File: config.mk
export PLATFORM = sky130hd
export DESIGN_NAME = ad80305_att_pulse_responder
export DESIGN_NICKNAME = d
export VERILOG_FILES = /design/src/rtl/ad80305_att_pulse_responder.sv
export SDC_FILE = /design/constraint.sdc
export NUM_CORES = 1
export LEC_CHECK = 0
export ABC_CLOCK_PERIOD_IN_PS = 4990
export CORE_MARGIN = 1.5
export CORE_UTILIZATION = 50
export CTS_BUF_LIST = sky130_fd_sc_hd__clkbuf_16
export DETAILED_ROUTE_END_ITERATION = 8
export PLACE_DENSITY = 0.71
export SETUP_SLACK_MARGIN = 0.15
export SYNTH_ARGS = -nofsm -noshare
export SYNTH_HDL_FRONTEND = slang
export SYNTH_SLANG_ARGS = --single-unit
export TNS_END_PERCENT = 100
File: constraint.sdc
create_clock -name i_clk -period 4.99 [get_ports i_clk]
set_input_delay 0.998 -clock i_clk [delete_from_list [all_inputs] [get_ports i_clk]]
set_output_delay 0.998 -clock i_clk [all_outputs]
set_load 0.1 [all_outputs]
File: src/rtl/ad80305_att_pulse_responder.sv
// Far end of the AGC attenuator link: counts inc/dec pulses into a saturating 6-bit code
// and writes every change to the step attenuator over a 3-wire serial bus, MSB first.
module ad80305_att_pulse_responder #(
    parameter int unsigned CLK_DIV = 4
) (
    input  logic       i_clk,
    input  logic       i_rst,
    input  logic       i_inc_pulse,
    input  logic       i_dec_pulse,
    input  logic       i_clr,
    input  logic [5:0] i_max_att,
    input  logic       i_read_req,
    output logic       o_read_success,
    output logic [5:0] o_read_value,
    output logic [5:0] o_att_code,
    output logic       o_busy,
    output logic       o_ser_clk,
    output logic       o_ser_data,
    output logic       o_ser_le
);

    typedef enum logic [2:0] {IDLE, LOAD, SHIFT, LATCH, DONE} state_t;

    localparam logic [7:0] DIV_LAST = 8'(CLK_DIV - 1);

    state_t     state;
    logic [5:0] code;
    logic [5:0] code_next;
    logic [5:0] shadow;
    logic [5:0] sent;
    logic [4:0] shift_reg;
    logic [7:0] div_cnt;
    logic [2:0] bit_cnt;
    logic       clk_high;
    logic       read_pend;

    // NOTE: code_next gets its default on the first line so no path leaves it unassigned (no latch).
    always_comb begin
        code_next = code;
        if (i_clr)
            code_next = 6'd0;
        else if (i_inc_pulse && !i_dec_pulse)
            code_next = (code >= i_max_att) ? i_max_att : code + 6'd1;
        else if (i_dec_pulse && !i_inc_pulse)
            code_next = (code == 6'd0) ? 6'd0 : code - 6'd1;
        if (code_next > i_max_att)
            code_next = i_max_att;
    end

    // NOTE: every register here uses non-blocking assignment so all updates see pre-edge values.
    always_ff @(posedge i_clk) begin
        if (i_rst) begin
            state          <= IDLE;
            code           <= 6'd0;
            shadow         <= 6'd0;
            sent           <= 6'd0;
            shift_reg      <= 5'd0;
            div_cnt        <= 8'd0;
            bit_cnt        <= 3'd0;
            clk_high       <= 1'b0;
            read_pend      <= 1'b0;
            o_read_success <= 1'b0;
            o_read_value   <= 6'd0;
            o_busy         <= 1'b0;
            o_ser_clk      <= 1'b0;
            o_ser_data     <= 1'b0;
            o_ser_le       <= 1'b0;
        end else begin
            code           <= code_next;
            o_read_success <= 1'b0;

            // A request arriving while one is pending merges into the same acknowledge.
            if (state == IDLE && read_pend) begin
                o_read_success <= 1'b1;
                o_read_value   <= shadow;
                read_pend      <= 1'b0;
            end else if (i_read_req) begin
                read_pend <= 1'b1;
            end

            case (state)
                IDLE: begin
                    if (code != shadow) begin
                        state  <= LOAD;
                        o_busy <= 1'b1;
                    end
                end
                LOAD: begin
                    // MSB goes straight to the pin; only the remaining five bits are kept.
                    sent       <= code;
                    shift_reg  <= code[4:0];
                    o_ser_data <= code[5];
                    o_ser_clk  <= 1'b0;
                    div_cnt    <= 8'd0;
                    bit_cnt    <= 3'd0;
                    clk_high   <= 1'b0;
                    state      <= SHIFT;
                end
                SHIFT: begin
                    if (div_cnt != DIV_LAST) begin
                        div_cnt <= div_cnt + 8'd1;
                    end else begin
                        div_cnt <= 8'd0;
                        if (!clk_high) begin
                            clk_high  <= 1'b1;
                            o_ser_clk <= 1'b1;
                        end else if (bit_cnt == 3'd5) begin
                            clk_high   <= 1'b0;
                            o_ser_clk  <= 1'b0;
                            o_ser_data <= 1'b0;
                            o_ser_le   <= 1'b1;
                            state      <= LATCH;
                        end else begin
                            clk_high   <= 1'b0;
                            o_ser_clk  <= 1'b0;
                            bit_cnt    <= bit_cnt + 3'd1;
                            o_ser_data <= shift_reg[4];
                            shift_reg  <= {shift_reg[3:0], 1'b0};
                        end
                    end
                end
                LATCH: begin
                    if (div_cnt != DIV_LAST) begin
                        div_cnt <= div_cnt + 8'd1;
                    end else begin
                        div_cnt  <= 8'd0;
                        o_ser_le <= 1'b0;
                        state    <= DONE;
                    end
                end
                DONE: begin
                    shadow <= sent;
                    o_busy <= 1'b0;
                    state  <= IDLE;
                end
                default: begin
                    o_busy <= 1'b0;
                    state  <= IDLE;
                end
            endcase
        end
    end

    assign o_att_code = code;

endmodule

# == Word-level counts from Yosys, hierarchy flattened ==
# Index checks and enable logic that the tools add are counted.
# totals
reg_bits,49
input_bits,12
output_inout_bits,17
wordCells,90
# op_classes
n_addsub,4
n_lt_le_gt_ge,2
n_eq_ne,13
muxes,37
bitwise,1
reduce_logical,19
# op_table
operator,count
$mux W6,6
$mux W3,8
$pmux W8 S2,1
$mux W5,3
$pmux W3 S4,1
$mux W1,11
$ne A2 B2 Y1 const B,5
$pmux W5 S2,1
$reduce_and A5 Y1,2
$add A8 B1 Y8 const B,1
$mux W8,1
$ne A8 B2 Y1 const B,1
$pmux W1 S2,4
$add A6 B1 Y6 const B,1
$eq A3 B2 Y1 const B,2
$eq A3 B3 Y1 const B,2
$ge A6 B6 Y1,1
$gt A6 B6 Y1,1
$logic_not A6 Y1,1
$ne A6 B6 Y1,1
$pmux W3 S2,1
$reduce_bool A2 Y1,3
$sub A6 B1 Y6 const B,1
$reduce_and A2 Y1,2
other kinds (11),15

# == Depth between registers and ports, before layout ==
# Gate-level depths: netlist (run 1).
# depth
word_depth,7
mapped_depth,15
ltp_nobuf,13

# == Worst setup path before layout (run 1) ==
# Ideal clock, no wire load.
# synth_path
kind,reg-to-reg
start,register code[0] (netlist: o_att_code[0])
end,register code[0] (netlist: o_att_code[0])
setup_ps,95
arrival_ps,4054
required_ps,4895
path_slack_ps,841
path_stages_with_launch,16
path_buffers,2
period_less_slack_ps,4149
cell_sequence,dfxtp_1 > clkbuf_1 > inv_1 > ha_1 > nand2b_1 > a31oi_1 > o21a_1 > o211ai_1 > a21oi_1 > ha_1 > nand3_1 > a21boi_0 > o32ai_1 > clkbuf_1 > o21ai_0 > a221oi_1
# synth_between
elab_chain_cells,7
# synth_rtl
item,line,rtl
"start, declared",27,logic [5:0] code;
"start signal, assigned",69,code <= code_next;
$sub A6 B1 Y6 / $logic_not A6 Y1 (equally long branches),45,code_next = (code == 6'd0) ? 6'd0 : code - 6'd1;
$mux W6,45,
$mux W6,44,else if (i_dec_pulse && !i_inc_pulse)
$mux W6 *,42,else if (i_inc_pulse && !i_dec_pulse)
$mux W6 *,40,if (i_clr)
$gt A6 B6 Y1,46,if (code_next > i_max_att)
$mux W6 *,46,
# Every way passes the cells marked *; elsewhere a longest branch is shown, timed or not.
# A chain may end at the register's enable or synchronous reset.

# == Worst setup path after layout (run 1) ==
# layout_path
start,input port i_max_att[2]
end,register code[5] (netlist: o_att_code[5])
# layout_between
elab_chain_cells,6
# layout_rtl
item,line,rtl
"start, declared",11,"input logic [5:0] i_max_att,"
$ge A6 B6 Y1,43,code_next = (code >= i_max_att) ? i_max_att : code + 6'd1;
$mux W6,43,
$mux W6,42,
$mux W6,40,
$gt A6 B6 Y1,46,
$mux W6 *,46,
# Marked as above.

==> results of run 1 <==
[layer usage]
metal  GRT usage, %  routed length [um]  vias to the layer above
met3           3.22                 220                        8
met5              0                   0                        -
met4           7.89                  99                        0
met1           27.2                2960                     1240
met2           36.6                3030                       53
li1               -                   -                     1282
[synth_stat cells (6+ instances only)]
master,number,share of area [%]
a21oi_1,32,5.6
and3_1,6,1.3
clkbuf_1,17,2.2
dfxtp_1,49,34
ha_1,18,7.8
inv_1,12,1.6
mux2i_1,10,3.5
nand2_1,39,5.1
nand2b_1,7,1.5
nand3_1,9,1.6
nor2_1,38,4.9
nor3_1,10,1.7
o211ai_1,9,2.3
o21ai_0,9,1.6
or3_1,7,1.5
xnor2_1,6,1.8
xor2_1,6,1.8
[path summary, 6_finish.rpt]
path	start	to	slack (ns)
max reg2reg	o_att_code[0]$_SDFF_PP0_	o_att_code[5]$_SDFF_PP0_	1.30
min	o_read_value[0]$_SDFFE_PP0P_	o_read_value[0]$_SDFFE_PP0P_	0.46
max	i_max_att[2]	o_att_code[5]$_SDFF_PP0_	0.79
min reg2reg	o_read_value[0]$_SDFFE_PP0P_	o_read_value[0]$_SDFFE_PP0P_	0.46
[cell type report]
cell class / instances / area (sq um) / area share (%)
tap: 72 / 90.1 / 2.70
multi-input combinational: 269 / 1770 / 53.0
inverter: 12 / 45.0 / 1.35
timing repair buffer: 29 / 283 / 8.48
clock buffer: 5 / 125 / 3.75
sequential: 49 / 981 / 29.4
clock inverter: 3 / 43.8 / 1.31
[where the power goes]
part           internal, mW  switching [mW]  total (mW)  leakage (nW)
logic                 0.207           0.379       0.587         0.760
clock network         0.238           0.152       0.390        0.0842
registers             0.441          0.0676       0.509         0.397
[kinds of logic after synthesis]
kind of cell	Yosys count	synth area share (%)
buffers and inverters	33	4.69
adders and majority gates	18	7.81
and+or+nand+nor	143	25.0
xor gates and xnor gates	12	3.65
AOI/OAI and AO/OA	85	21.0
DFF	49	34.0
muxes	11	3.86
[metrics by stage]
stage	power, mW	area (sq um)	worst slack, ns	instances
2_1_floorplan	0.985	2880	0.841	351
3_3_place_gp	1.09	3170	0.659	431
4_1_cts	1.49	3330	0.818	439
5_1_grt	1.57	3330	0.493	439
6_report	1.49	3330	0.791	439
3_5_place_dp	1.10	3170	0.538	431
[worst reg2reg max path, stage by stage (launching register included)]
cell and delay, ns:
dfxtp_1 0.60, inv_1 0.18, ha_1 0.30, nand2b_1 0.14
a31oi_1 0.40, o21a_1 0.38, o211ai_1 0.15, a21oi_1 0.20
ha_1 0.27, nand3_1 0.07, a21boi_0 0.07, o32ai_1 0.30
buf_4 0.23, nor2_1 0.06, a311oi_1 0.23
==> reports/qor.txt, run 1 <==
status - complete, no violations
Gate Count Post-Synth - 351
Vias/cell - 5.88
delay of the slowest cell on the worst path - 0.47 ns
register bit count reported by yosys - 49
final worst path period need - 4.20 ns
die area - 6230 sq um
total grt overflow - 0
GRT Resource Usage Total - 21.4%
Max IR drop VDD - 0.214 mV
routed len/inst - 14.4 um
most frequent CP cell - ha_1
clock tree root driver cell - clkbuf_16
pin slew with the least headroom to its limit - 0.973 ns
Top-Level Pins - 29
pin count of the biggest net entering global routing - 51
CTS hold repair buffers - 0
clock network latency to the later pin of the worst-skew pair - 0.29 ns
Layout Area Growth over Synthesis - 15.7%
clock net sink count - 49
core region area - 5540 sq um
height of the die - 78.9 um
post-synthesis cell area - 2880 sq um
via total after detailed routing - 2583
cell family with the largest share of critical-path delay - compound AO/OA/AOI/OAI gates
highest attainable clock frequency - 238 MHz
primary flip-flop cell chosen by synthesis mapping - dfxtp_1
Avg Cell Area, Syn - 8.21 sq um
count of filler cells inserted in the layout - 519
Resized Gates After CTS - 0
logic depth of the worst register-to-register path - 14
proportion of layout cells with a drive suffix above 1 - 7.90%
number of endpoints failing setup at the final stage - 0
number of DRC violations after detailed-routing iteration 0 - 96
Setup TNS - 0 ns
final net count - 396
top register by number of flip-flops - div_cnt
signal arrival time at the worst endpoint - 4.39 ns
ys async rst share - 0%
setup repair after global routing missed its margin - no
effective utilization at floorplan - 52.0%
Die Wd - 78.9 um
Finished Core Util - 60.2%
critical path endpoint category - flip-flop
Synthesized Nets - 381
flip-flop count of the largest register after layout - 8
number of cells on the critical path - 15
number of buffer and inverter instances along the worst setup path - 3
clock buffers created by TritonCTS - 5
antenna fix cells - 0
critical path fanouts, max - 11
worst slack on hold paths - 0.457 ns
HPWL after detailed placement - 4550 um
Worst Hold Path Cells - 2
Max-Slew Margin vs Limit - 34.9%
leakage power figure - 1.24 nW
critical path, cell by cell - clkdlybuf4s50_1 > inv_1 > ha_1 > a21o_1 > a31oi_1 > o21a_1 > o211ai_1 > a21oi_1 > ha_1 > nand3_1 > a21boi_0 > o32ai_1 > buf_4 > nor2_1 > a311oi_1
cell area power density - 445 nW/um^2
vias in the first global route - 2410
final worst clock skew - 0.00565 ns
global-route wire length before repair - 10700 um
number of buffers on the longest clock path - 2
Placer Congestion - 0.856
crit path kind - in2reg
share of the cycle needed by the critical path after routing - 84.2%
number of antenna violations at the first check in global routing - 0
drt drc - 0
H-Tree Level Count - 2
sort of element at the start of the critical path - input pin
highest-count cells in the layout ignoring fill and taps - dfxtp_1 (49), nand2_1 (39), nor2_1 (38)
1st-pass router iterations - 4
remaining number of nets flagged by the antenna check after routing - 0
most common cell after layout, fill and taps aside - dfxtp_1
number of flops mapped to enable cells by yosys - 0
Max Cap Viol - 0
number of distinct library cells after synthesis - 53
share of the yosys chip area belonging to registers - 34.0%
detailed-route wire length - 6310 um
cell with the biggest individual delay on the critical path - clkdlybuf4s50_1
number of post-CTS setup repair buffers - 0
clock-pin transition on the worst setup and hold timing paths - 0.07 ns
worst min path class - reg2reg
final number of max-transition violations - 0
total of warnings raised by yosys - 0
number of standard-cell rows in the floorplan - 27
critical path data required time - 5.18 ns
clock tree from TritonCTS - built
number of port buffers - 28
count of final hold-check violations - 0
Power figures use the tool's default switching activity.
==> run 2: changes to the inputs <==
--- a/config.mk
+++ b/config.mk
@@ -5,7 +5,7 @@
 export SDC_FILE = /design/constraint.sdc
 export NUM_CORES = 1
 export LEC_CHECK = 0
-export ABC_CLOCK_PERIOD_IN_PS = 4990
+export ABC_CLOCK_PERIOD_IN_PS = 4400
 export CORE_MARGIN = 1.5
 export CORE_UTILIZATION = 50
 export CTS_BUF_LIST = sky130_fd_sc_hd__clkbuf_16
==> constraint.sdc (replaced) <==
create_clock -name i_clk -period 4.4 [get_ports i_clk]
set_input_delay 0.88 -clock i_clk [delete_from_list [all_inputs] [get_ports i_clk]]
set_output_delay 0.88 -clock i_clk [all_outputs]
set_load 0.1 [all_outputs]
==> reports/qor.txt, run 2 (synthesis results as in run 1) <==
status - complete, no violations
detailed-route wire length - 6330 um
Layout Area Growth over Synthesis - 16.0%
1st-pass router iterations - 4
Finished Core Util - 60.4%
critical path, cell by cell - clkdlybuf4s50_1 > inv_1 > ha_1 > a21o_1 > a21oi_1 > buf_4 > o211ai_1 > o211ai_1 > nand2_1 > ha_1 > a21oi_1 > a21boi_0 > o32ai_1 > buf_4 > nor2_1 > a311oi_1
delay of the slowest cell on the worst path - 0.51 ns
crit path kind - in2reg
reg-to-reg critical path endpoint - o_att_code[5]$_SDFF_PP0_
clock net sink count - 49
highest attainable clock frequency - 251 MHz
number of buffers on the longest clock path - 2
share of the cycle needed by the critical path after routing - 90.7%
Max-Slew Margin vs Limit - 34.6%
global-route wire length before repair - 10800 um
clock-pin transition on the worst setup and hold timing paths - 0.06 ns
number of port buffers - 28
Setup TNS - 0 ns
total grt overflow - 0
Worst Hold End - o_read_value[5]$_SDFFE_PP0P_
proportion of layout cells with a drive suffix above 1 - 8.89%
setup repair after global routing missed its margin - no
worst min path class - reg2reg
crit path setup slack, layout - 0.410 ns
Max IR drop VDD - 0.262 mV
final worst clock skew - 0.00343 ns
core region area - 5540 sq um
Top-Level Pins - 29
clock tree root driver cell - clkbuf_16
setup slack of the most critical reg-to-reg path - 0.93 ns
cell with the biggest individual delay on the critical path - clkdlybuf4s50_1
routed len/inst - 14.3 um
Placer Congestion - 0.851
die area - 6230 sq um
remaining number of nets flagged by the antenna check after routing - 0
sort of element at the start of the critical path - input pin
clock buffers created by TritonCTS - 5
height of the die - 78.9 um
Vias/cell - 5.72
clock network latency to the later pin of the worst-skew pair - 0.29 ns
vias in the first global route - 2338
leakage power figure - 1.25 nW
pin count of the biggest net entering global routing - 51
GRT Resource Usage Total - 21.7%
Max Cap Viol - 0
count of final hold-check violations - 0
logic depth of the worst register-to-register path - 13
hold wc startpoint - o_read_value[5]$_SDFFE_PP0P_
final worst path period need - 3.99 ns
Worst Hold Path Cells - 2
effective utilization at floorplan - 52.0%
area of all placed cells without fillers - 3340 sq um
flip-flop count of the largest register after layout - 8
critical path fanouts, max - 11
number of buffer and inverter instances along the worst setup path - 4
number of antenna violations at the first check in global routing - 0
via total after detailed routing - 2532
signal arrival time at the worst endpoint - 4.18 ns
drt drc - 0
top register by number of flip-flops - div_cnt
cell area power density - 489 nW/um^2
final net count - 400
placement-stage cell area - 3200 sq um
final number of max-transition violations - 0
critical path data required time - 4.59 ns
reg2reg start - o_att_code[2]$_SDFF_PP0_
highest-count cells in the layout ignoring fill and taps - dfxtp_1 (49), nand2_1 (39), nor2_1 (38)
number of DRC violations after detailed-routing iteration 0 - 71
count of filler cells inserted in the layout - 524
number of endpoints failing setup at the final stage - 0
HPWL after detailed placement - 4640 um
CTS hold repair buffers - 0
clock tree from TritonCTS - built
pre-CTS WS - 0.113 ns
most common cell after layout, fill and taps aside - dfxtp_1
critical path endpoint category - flip-flop
H-Tree Level Count - 2
antenna fix cells - 0
Die Wd - 78.9 um
number of standard-cell rows in the floorplan - 27
cell family with the largest share of critical-path delay - compound AO/OA/AOI/OAI gates
pin slew with the least headroom to its limit - 0.980 ns
run 2: cell type report:
| class | instances | area, sq um | share of cell area [%] |
|---|---|---|---|
| flip-flops and latches | 49 | 981 | 29.3 |
| inverters | 12 | 45.0 | 1.35 |
| clock buffers | 5 | 125 | 3.74 |
| multi-input cells | 269 | 1770 | 53.0 |
| well taps | 72 | 90.1 | 2.69 |
| repair buffers | 33 | 313 | 9.35 |
| clock inverters | 3 | 17.5 | 0.524 |
run 2: tightest hold or removal path, cell delays in order (launching register included):
cell and delay, ns:
dfxtp_1 0.31, nand2_1 0.05, a21oi_1 0.05
run 2: worst max path at each step:
stage                              from  cells past startpoint  slack (ns)                        to
6_report                   i_max_att[4]                     16        0.41  o_att_code[5]$_SDFF_PP0_
3_3_place_gp               i_max_att[4]                     16        0.22  o_att_code[4]$_SDFF_PP0_
3_5_place_dp               i_max_att[2]                     15        0.11  o_att_code[4]$_SDFF_PP0_
5_1_grt                    i_max_att[2]                     15        0.20  o_att_code[5]$_SDFF_PP0_
2_1_floorplan  o_att_code[0]$_SDFF_PP0_                     15        0.25  o_att_code[0]$_SDFF_PP0_
4_1_cts                    i_max_att[2]                     15        0.40  o_att_code[5]$_SDFF_PP0_
run 2: metrics by stage:
stage,hold WS [ns],cells,power [mW]
3_5_place_dp,0.446,435,1.26
6_report,0.457,443,1.63
5_1_grt,0.471,443,1.74
3_3_place_gp,0.445,435,1.25
2_1_floorplan,0.436,351,1.12
4_1_cts,0.456,443,1.64
run 2: layer usage:
| layer | wire, um | vias to the layer above | GRT usage [%] |
|---|---|---|---|
| met5 | 0 | - | 0 |
| met1 | 3110 | 1179 | 29.3 |
| li1 | - | 1296 | - |
| met3 | 221 | 9 | 3.79 |
| met2 | 2910 | 48 | 35.3 |
| met4 | 93 | 0 | 6.84 |
run 2: timing repair:
action                                  CTS  global route
endpoints found under the setup margin    0             3
buffers inserted                          0             0
gates resized for setup                   0             1
run 2: power by group:
part           switching (mW)  total [mW]  internal [mW]
clock network           0.169       0.378          0.210
logic                   0.445       0.690          0.245
registers              0.0657       0.566          0.501
total                   0.679        1.63          0.956
==> run 3: changes to the inputs <==
--- a/config.mk
+++ b/config.mk
@@ -10,6 +10,7 @@
 export CORE_UTILIZATION = 50
 export CTS_BUF_LIST = sky130_fd_sc_hd__clkbuf_16
 export DETAILED_ROUTE_END_ITERATION = 8
+export MAX_ROUTING_LAYER = met4
 export PLACE_DENSITY = 0.71
 export SETUP_SLACK_MARGIN = 0.15
 export SYNTH_ARGS = -nofsm -noshare
==> constraint.sdc (replaced) <==
create_clock -name i_clk -period 4.4 [get_ports i_clk]
set_input_delay 0.88 -clock i_clk [delete_from_list [all_inputs] [get_ports i_clk]]
set_output_delay 0.88 -clock i_clk [all_outputs]
set_load 0.05 [all_outputs]
==> reports/qor.txt, run 3 (synthesis results as in run 1) <==
number of endpoints failing setup at the final stage - 0
global-route wire length before repair - 10800 um
clock tree from TritonCTS - built
number of placed instances with taps included - 435
cell area power density - 471 nW/um^2
effective utilization at floorplan - 52.0%
Die Wd - 78.9 um
relative contribution of sequential cells to total power - 35.9%
clock-pin transition on the worst setup and hold timing paths - 0.06 ns
Worst Hold End - o_read_value[5]$_SDFFE_PP0P_
reg2reg start - o_att_code[2]$_SDFF_PP0_
highest attainable clock frequency - 251 MHz
critical path fanouts, max - 11
number of antenna violations at the first check in global routing - 0
setup slack of the most critical reg-to-reg path - 0.94 ns
CTS hold repair buffers - 0
final number of max-transition violations - 0
signal arrival time at the worst endpoint - 4.17 ns
HPWL after detailed placement - 4640 um
clock network latency to the later pin of the worst-skew pair - 0.29 ns
clock tree root driver cell - clkbuf_16
highest-count cells in the layout ignoring fill and taps - dfxtp_1 (49), nand2_1 (39), nor2_1 (38)
share of the cycle needed by the critical path after routing - 90.5%
hold wc startpoint - o_read_value[5]$_SDFFE_PP0P_
die area - 6230 sq um
most common cell after layout, fill and taps aside - dfxtp_1
post-layout instance count excluding filler cells - 443
Vias/cell - 5.69
Int Power - 0.956 mW
leakage power figure - 1.25 nW
logic depth of the worst register-to-register path - 13
Placer Congestion - 0.864
number of port buffers - 28
total power - 1.58 mW
detailed-route wire length - 6350 um
Top-Level Pins - 29
count of final hold-check violations - 0
GRT Resource Usage Total - 22.3%
Max-Slew Margin vs Limit - 34.2%
H-Tree Level Count - 2
Worst Hold Path Cells - 2
routed len/inst - 14.3 um
via total after detailed routing - 2521
Layout Area Growth over Synthesis - 16.0%
sort of element at the start of the critical path - input pin
status - complete, no violations
pin slew with the least headroom to its limit - 0.986 ns
worst slack on hold paths - 0.457 ns
area of all placed cells without fillers - 3340 sq um
final worst path period need - 3.98 ns
vias in the first global route - 2328
number of buffers on the longest clock path - 2
total grt overflow - 0
number of standard-cell rows in the floorplan - 27
top register by number of flip-flops - div_cnt
final worst clock skew - 0.00439 ns
critical path endpoint category - flip-flop
worst min path class - reg2reg
height of the die - 78.9 um
number of DRC violations after detailed-routing iteration 0 - 71
Max Cap Viol - 0
Finished Core Util - 60.4%
pre-CTS WS - 0.113 ns
setup repair after global routing missed its margin - no
part of the power in combinational logic - 40.0%
drt drc - 0
reg-to-reg critical path endpoint - o_att_code[5]$_SDFF_PP0_
1st-pass router iterations - 4
Max IR drop VDD - 0.221 mV
flip-flop count of the largest register after layout - 8
critical path data required time - 4.59 ns
Sw Pwr - 0.620 mW
core region area - 5540 sq um
final net count - 400
count of filler cells inserted in the layout - 524
antenna fix cells - 0
part of the total power dissipated in the clock network - 24.0%
clock net sink count - 49
proportion of layout cells with a drive suffix above 1 - 8.89%
number of post-CTS setup repair buffers - 0
pin count of the biggest net entering global routing - 51
crit path kind - in2reg
crit path setup slack, layout - 0.416 ns
clock buffers created by TritonCTS - 5
remaining number of nets flagged by the antenna check after routing - 0
placement-stage cell area - 3200 sq um
Setup TNS - 0 ns
switching share of power - 39.3%
==> run 3: cell counts in the layout (fill, tap and decap cells not counted) <==
Identical to the previous run, type by type.
==> run 3: worst max-delay path by stage <==
stage                             startpoint                  endpoint  slack (ns)  cells after the start
floorplan           o_att_code[0]$_SDFF_PP0_  o_att_code[0]$_SDFF_PP0_        0.59                     15
global placement                i_max_att[4]  o_att_code[4]$_SDFF_PP0_        0.22                     16
detailed placement              i_max_att[2]  o_att_code[4]$_SDFF_PP0_        0.11                     15
CTS                             i_max_att[2]  o_att_code[5]$_SDFF_PP0_        0.40                     15
global route                    i_max_att[2]  o_att_code[5]$_SDFF_PP0_        0.20                     15
finish                          i_max_att[4]  o_att_code[5]$_SDFF_PP0_        0.42                     16
==> run 3: what timing repair did <==
item,4_1_cts,5_1_grt
endpoints found under the setup margin,0,3
resized for setup,0,1
endpoints found under the hold margin,0,0
==> run 3: area by class of cell <==
cell class / instances / area (sq um) / share of cell area (%)
Clock inverter: 3 / 17.5 / 0.524
Sequential cell: 49 / 981 / 29.3
Tap cell: 72 / 90.1 / 2.69
Clock buffer: 5 / 125 / 3.74
Timing Repair Buffer: 33 / 313 / 9.35
Inverter: 12 / 45.0 / 1.35
Multi-Input combinational cell: 269 / 1770 / 53.0
==> run 3: power groups by stage <==
stage               clock network [mW]  registers [mW]  logic, mW
floorplan                            0           0.600      0.457
global placement                     0           0.574      0.616
detailed placement                   0           0.575      0.625
CTS                              0.386           0.565      0.628
global route                     0.398           0.575      0.709
finish                           0.378           0.566      0.631
==> run 3: critical path, stage by stage <==
cell	delay, ns
clkdlybuf4s50_1	0.51
inv_1	0.09
ha_1	0.31
a21o_1	0.20
a21oi_1	0.27
buf_4	0.19
o211ai_1	0.09
o211ai_1	0.14
nand2_1	0.09
ha_1	0.31
a21oi_1	0.16
a21boi_0	0.10
o32ai_1	0.32
buf_4	0.23
nor2_1	0.05
a311oi_1	0.24
==> run 3: metal layers <==
metal / up-vias / routed length, um / global-route usage [%] / part of all wire (%)
met5: - / 0 / - / 0
met2: 48 / 2930 / 35.3 / 46
met3: 7 / 237 / 3.79 / 3.7
li1: 1297 / - / - / -
met1: 1169 / 3100 / 29.4 / 49
met4: 0 / 83 / 6.84 / 1.3
